### src/rtl/mips32_prog_loader_if.sv
// Byte-serial load stream feeding the program loader.
// Source drives valid/data; loader answers with ready.
interface mips32_prog_loader_if;
  logic       in_valid;
  logic [7:0] in_data;
  logic       in_ready;

  modport master (
    output in_valid,
    output in_data,
    input  in_ready
  );

  modport slave (
    input  in_valid,
    input  in_data,
    output in_ready
  );
endinterface

### src/rtl/mips32_prog_loader.sv
// Boot loader: byte frame -> Mem words, then releases the core.
// Frame: SYNC, base(2), count(2), words(4 each), xor checksum.
module mips32_prog_loader #(
  parameter int         ADDR_W    = 10,
  parameter int         MEM_DEPTH = 1024,
  parameter logic [7:0] SYNC_BYTE = 8'hA5
) (
  input  logic                  clk1,
  input  logic                  rst,
  mips32_prog_loader_if.slave   in_if,
  output logic                  mem_we,
  output logic [ADDR_W-1:0]     mem_addr,
  output logic [31:0]           mem_wdata,
  output logic                  cpu_halt,
  output logic                  cpu_start,
  output logic                  busy,
  output logic                  done,
  output logic                  err
);

  typedef enum logic [2:0] {
    S_IDLE,
    S_ADDR,
    S_CNT,
    S_DATA,
    S_CSUM,
    S_DONE,
    S_ERR
  } state_t;

  state_t      state_q;
  state_t      state_d;
  logic [15:0] base_q;
  logic [15:0] cnt_q;
  logic [15:0] idx_q;
  logic [23:0] word_q;
  logic [7:0]  xsum_q;
  logic [1:0]  bcnt_q;

  logic        acc;
  logic        hdr_last;
  logic        word_last;
  logic        frame_last;
  logic        csum_ok;
  logic [15:0] base_full;
  logic [15:0] cnt_full;
  logic [16:0] end_addr;

  assign acc        = in_if.in_valid & in_if.in_ready;
  assign hdr_last   = bcnt_q[0];
  assign word_last  = (bcnt_q == 2'd3);
  assign frame_last = (idx_q == cnt_q - 16'd1);
  assign csum_ok    = (in_if.in_data == xsum_q);
  assign base_full  = {base_q[7:0], in_if.in_data};
  assign cnt_full   = {cnt_q[7:0], in_if.in_data};
  // 17 bits so base+N cannot wrap before the range check
  assign end_addr   = {1'b0, base_q} + {1'b0, cnt_full};

  assign in_if.in_ready = (state_q != S_DONE) &&
                          (state_q != S_ERR);
  assign cpu_halt = (state_q != S_DONE);
  assign done     = (state_q == S_DONE);
  assign err      = (state_q == S_ERR);
  assign busy     = (state_q == S_ADDR) ||
                    (state_q == S_CNT)  ||
                    (state_q == S_DATA) ||
                    (state_q == S_CSUM);

  always_ff @(posedge clk1) begin
    if (rst) state_q <= S_IDLE;
    else     state_q <= state_d;
  end

  always_comb begin
    state_d = state_q;
    unique case (state_q)
      S_IDLE: begin
        if (acc && in_if.in_data == SYNC_BYTE)
          state_d = S_ADDR;
      end
      S_ADDR: begin
        if (acc && hdr_last)
          state_d = (|(base_full >> ADDR_W)) ?
                    S_ERR : S_CNT;
      end
      S_CNT: begin
        if (acc && hdr_last) begin
          if (end_addr > 17'(MEM_DEPTH))
            state_d = S_ERR;
          else if (cnt_full == 16'd0)
            state_d = S_CSUM;
          else
            state_d = S_DATA;
        end
      end
      S_DATA: begin
        if (acc && word_last && frame_last)
          state_d = S_CSUM;
      end
      S_CSUM: begin
        if (acc)
          state_d = csum_ok ? S_DONE : S_ERR;
      end
      default: ;
    endcase
  end

  always_ff @(posedge clk1) begin
    if (rst) begin
      base_q    <= '0;
      cnt_q     <= '0;
      idx_q     <= '0;
      word_q    <= '0;
      xsum_q    <= '0;
      bcnt_q    <= '0;
      mem_we    <= 1'b0;
      mem_addr  <= '0;
      mem_wdata <= '0;
      cpu_start <= 1'b0;
    end else begin
      mem_we    <= 1'b0;
      cpu_start <= 1'b0;
      if (acc) begin
        unique case (state_q)
          S_IDLE: begin
            xsum_q <= '0;
            bcnt_q <= '0;
          end
          S_ADDR: begin
            base_q <= base_full;
            xsum_q <= xsum_q ^ in_if.in_data;
            bcnt_q <= {1'b0, ~bcnt_q[0]};
          end
          S_CNT: begin
            cnt_q  <= cnt_full;
            xsum_q <= xsum_q ^ in_if.in_data;
            bcnt_q <= {1'b0, ~bcnt_q[0]};
            idx_q  <= '0;
          end
          S_DATA: begin
            word_q <= {word_q[15:0], in_if.in_data};
            xsum_q <= xsum_q ^ in_if.in_data;
            bcnt_q <= bcnt_q + 2'd1;
            if (word_last) begin
              mem_we    <= 1'b1;
              mem_addr  <= base_q[ADDR_W-1:0] +
                           idx_q[ADDR_W-1:0];
              mem_wdata <= {word_q, in_if.in_data};
              idx_q     <= idx_q + 16'd1;
            end
          end
          S_CSUM: cpu_start <= csum_ok;
          default: ;
        endcase
      end
    end
  end

endmodule

### src/flat_wrapper.sv
// flat-port wrapper written by rule: the top's interface ports become plain ports
module mips32_prog_loader_flat 
#(
  parameter int         ADDR_W    = 10,
  parameter int         MEM_DEPTH = 1024,
  parameter logic [7:0] SYNC_BYTE = 8'hA5
)
  (clk1, rst, mem_we, mem_addr, mem_wdata, cpu_halt, cpu_start, busy, done, err, in_if_in_valid, in_if_in_data, in_if_in_ready);
  mips32_prog_loader_if in_if_i ();
  input  logic clk1;
  input  logic rst;
  output logic mem_we;
  output logic [ADDR_W-1:0] mem_addr;
  output logic [31:0] mem_wdata;
  output logic cpu_halt;
  output logic cpu_start;
  output logic busy;
  output logic done;
  output logic err;
  input wire logic [$bits(in_if_i.in_valid)-1:0] in_if_in_valid;
  input wire logic [$bits(in_if_i.in_data)-1:0] in_if_in_data;
  output wire logic [$bits(in_if_i.in_ready)-1:0] in_if_in_ready;
  assign in_if_i.in_valid = in_if_in_valid;
  assign in_if_i.in_data = in_if_in_data;
  assign in_if_in_ready = in_if_i.in_ready;
  mips32_prog_loader #(.ADDR_W(ADDR_W), .MEM_DEPTH(MEM_DEPTH), .SYNC_BYTE(SYNC_BYTE)) u_core (.clk1(clk1), .rst(rst), .in_if(in_if_i), .mem_we(mem_we), .mem_addr(mem_addr), .mem_wdata(mem_wdata), .cpu_halt(cpu_halt), .cpu_start(cpu_start), .busy(busy), .done(done), .err(err));
endmodule
### config.mk
export PLATFORM = sky130hd
export DESIGN_NAME = mips32_prog_loader_flat
export DESIGN_NICKNAME = d
export VERILOG_FILES = /design/src/rtl/mips32_prog_loader_if.sv /design/src/rtl/mips32_prog_loader.sv /design/src/flat_wrapper.sv
export SDC_FILE = /design/constraint.sdc
export NUM_CORES = 1
export LEC_CHECK = 0
export CAP_MARGIN = 20
export CORE_AREA = 2 2 170 172
export CTS_CLUSTER_DIAMETER = 50
export CTS_CLUSTER_SIZE = 8
export DETAILED_ROUTE_END_ITERATION = 8
export DIE_AREA = 0 0 172 174
export PLACE_DENSITY_LB_ADDON = 0.3
export SLEW_MARGIN = 20
export SYNTH_ARGS = -nofsm -noshare
export SYNTH_HDL_FRONTEND = slang
export SYNTH_SLANG_ARGS = --single-unit
export TNS_END_PERCENT = 20
### constraint.sdc
create_clock -name clk1 -period 3.9 [get_ports clk1]
set_input_delay 0.585 -clock clk1 [delete_from_list [all_inputs] [get_ports clk1]]
set_output_delay 0.585 -clock clk1 [all_outputs]
set_load 0.01 [all_outputs]
==> results.py <==
metrics = {
    "synthesis": {
        "ys_seq_elements": 129,
        "synth_area_leaders": "dfxtp_1 39%, nand2_1 12%, a21oi_1 9.0%",
        "syn-num-nets": 911,
        "yosys_warnings": 0,
        "synthesis.area_mm2": 0.00669,
        "synth_area_leader_cell": "dfxtp_1",
        "synthArstFlopShare_pct": 0,
        "yosysSeqAreaShare_pct": 38.6,
        "ys_types": 60,
        "avgSynthCellArea_um2": 7.69,
        "synthFlopType": "dfxtp_1",
        "synth_edf_count": 0,
        "postSynthCellCount": 870,
        "yosysTopAreaCellShare_pct": 38.6,
    },
    "global_route": {
        "use_met1_pct": 17.9,
        "grt_util_met2_pct": 21.4,
        "top_usage_layer": "met2",
        "gr-usage-met3_pct": 2.85,
        "grt_use_total_pct": 13.6,
        "grt_overflow": 0,
        "grt_pass1_vias": 5905,
        "grt_antenna_before_repair": 0,
        "grt_pass1_wl_um": 31800,
        "grt_max_degree": 47,
    },
    "clock_tree": {
        "clock_path_buffers": 2,
        "cts_buffers": 17,
        "cts.reportedPaths.clkPinSlew_ns": 0.07,
        "cts_max_level": 4,
        "clk_latency_ns": 0.42,
        "postCtsSetupBuffers": 0,
        "clockRootBuffer": "clkbuf_16",
        "cts_resized": 0,
        "cts_hold_repair.buffers": 0,
        "cts.sinks": 129,
        "cts_tree": "yes",
    },
    "status": {
        "status": "finished clean",
    },
    "sta": {
        "slew-limit-headroom_pct": 54.1,
        "max_freq_ghz": 0.293,
        "slew_viol_final": 0,
        "worst_pin_slew_ns": 0.687,
        "fin_crit_ns": 3.41,
        "hold_viol_final": 0,
        "final.setup.tns_ns": 0,
        "setup_viol": 0,
        "rsz0062_at_grt": "no",
        "finalCritPeriodShare_pct": 87.4,
        "skew_ns": 0.0124,
        "fin_hold_ws_ns": 0.450,
    },
    "setup_path": {
        "slowest_stage": "clkdlybuf4s50_1",
        "crit_top_cell": "o41ai_1",
        "critical-path-top-delay-family": "compound AO/OA/AOI/OAI gates",
        "crit_fanout": 3,
        "worstPathCellList": "clkdlybuf4s50_1 -> ha_1 -> fa_1 -> a211oi_1 -> o21bai_1 -> a221o_1 -> o41ai_1 -> mux2i_1 -> nand3_1 -> nor4b_1 -> o41ai_1",
        "crit_type": "in2reg",
        "critPathBufInv": 1,
        "required_ns": 4.18,
        "cpPeakStageDelay_ns": 0.46,
        "rrSetupSlack_ns": 0.76,
        "cp-start-kind": "input port",
        "critPathArrivalTime_ns": 3.69,
        "crit_path_end_kind": "flop",
    },
    "hold_path": {
        "hp-class": "reg2reg",
    },
    "pwr": {
        "leakagePower_nw": 3.03,
        "total_power_mw": 3.28,
        "power.density_mw_per_mm2": 395,
        "irDropWorstVdd_mv": 0.271,
    },
    "floorplanning": {
        "die_w_um": 172,
        "core-area_mm2": 0.0282,
        "fp-row-count": 62,
        "fp.dieH_um": 174,
        "start_util_pct": 23.7,
        "io_pins": 60,
        "dieArea_mm2": 0.0299,
    },
    "layout": {
        "fin_nets": 962,
        "num_antenna_cells": 0,
        "postLayoutCellArea_mm2": 0.00830,
        "area_delta_synth_final_pct": 24.1,
        "final_layout_size_suffix_gt1_share_pct": 7.39,
    },
    "drt": {
        "drc_errors": 0,
        "ant_nets": 0,
        "wire_per_inst_um": 14.8,
        "via_per_inst": 4.72,
        "wirelength_um": 19500,
        "num_vias": 6216,
        "first_pass_iters": 7,
        "drt_iter0_markers": 477,
    },
    "placement": {
        "place_area_mm2": 0.00774,
        "place.gp.congestion": 0.872,
        "portBuffers": 59,
        "hpwl_um": 13700,
    },
    "job": {
        "drv_cap": 0,
    },
}
==> per-layer routing <==
metal | vias up | wire length (um)
li1 | 3110 | -
met1 | 2933 | 9230
met2 | 128 | 9020
met3 | 45 | 650
met4 | 0 | 643
met5 | - | 0
==> synthesized netlist by cell type (5+ instances only) <==
library cell / n
a211oi_1: 6
nor4_1: 7
nand2b_1: 10
a21oi_1: 120
nor3_1: 16
nand3_1: 12
and3_1: 7
nand2_1: 215
xor2_1: 32
a21o_1: 9
ha_1: 28
a22oi_1: 5
nor2b_1: 10
xnor2_1: 19
nand4_1: 9
o21ai_0: 29
nor2_1: 61
clkbuf_1: 46
inv_1: 17
dfxtp_1: 129
==> report_power, final <==
| group | internal (mW) | switching (mW) | total [mW] |
|---|---|---|---|
| sequential | 1.33 | 0.0323 | 1.37 |
| combinational | 0.157 | 0.234 | 0.391 |
| clock | 0.841 | 0.682 | 1.52 |
==> final timing paths <==
| path | start | endpoint | cells after the start |
|---|---|---|---|
| hold reg to reg | u_core.word_q[22]$_SDFFE_PP0P_ | u_core.mem_wdata[30]$_SDFFE_PP0P_ | 2 |
| setup / recovery | in_if_in_data[0] | u_core.state_q[1]$_SDFFE_PP0P_ | 11 |
| hold / removal | u_core.word_q[22]$_SDFFE_PP0P_ | u_core.mem_wdata[30]$_SDFFE_PP0P_ | 2 |
| setup reg to reg | u_core.cnt_q[1]$_SDFFE_PP0P_ | u_core.state_q[0]$_SDFFE_PP0P_ | 11 |
==> worst register-to-register path, cell delays in order (launching register included) <==
cell and delay (ns):
dfxtp_1 0.39, inv_1 0.09, ha_1 0.27, or4b_4 0.56, nor4_1 0.19, buf_4 0.17, xnor2_1 0.10, o21ai_0 0.09
or4_4 0.55, o31ai_4 0.26, mux2i_1 0.27, o21ai_1 0.08
==> placed cells by master (no fill, tap or decap), drive strengths merged, types with 4 or more instances in the layout <==
master	instances
o2111ai	4
buf	27
o21ai	30
a31oi	4
nand4	9
o41ai	4
a21o	9
a21oi	120
nor3	16
nor2	61
nor3b	4
nand3	12
clkbuf	17
a22oi	5
clkdlybuf4s50	58
dfxtp	129
ha	28
a211oi	6
nor2b	10
and3	7
or3	4
inv	26
nor4	8
xor2	32
xnor2	19
nand2b	10
nand2	215
==> flip-flops by register name (all words and copies together) (netlist names), 2 cells and up <==
register / flops
u_core.idx_q: 16
u_core.base_q: 16
u_core.xsum_q: 8
u_core.word_q: 24
u_core.mem_addr: 10
u_core.state_q: 3
u_core.bcnt_q: 2
u_core.mem_wdata: 32
u_core.cnt_q: 16
==> through the flow <==
stage,instances,setup WS (ns),utilization [%]
floorplan,870,0.822,-
global placement,1286,0.110,27.4
detailed placement,1286,0.0821,27.4
CTS,1318,0.514,29.4
global route,1318,0.332,29.4
finish,1318,0.492,29.4
==> cell type report <==
type / instances / area, um^2
Fill cell: 3102 / 19900
Multi-Input combinational cell: 671 / 3830
Sequential cell: 129 / 2580
Timing Repair Buffer: 85 / 783
Tap cell: 384 / 480
Clock buffer: 17 / 425
Clock inverter: 15 / 138
Inverter: 17 / 63.8
==> cells by family (layout without fill, tap and decap cells) <==
family	Yosys count	in the layout	share of synthesized area (%)
buffers and inverters	70	134	4.17
XOR/XNOR	51	51	6.68
multiplexers	3	3	0.449
AO/OA/AOI/OAI	215	215	19.4
flip-flops	129	129	38.6
adder cells (fa/ha/maj)	30	30	5.84
AND/OR/NAND/NOR	372	372	24.8
Power figures use the tool's default switching activity.
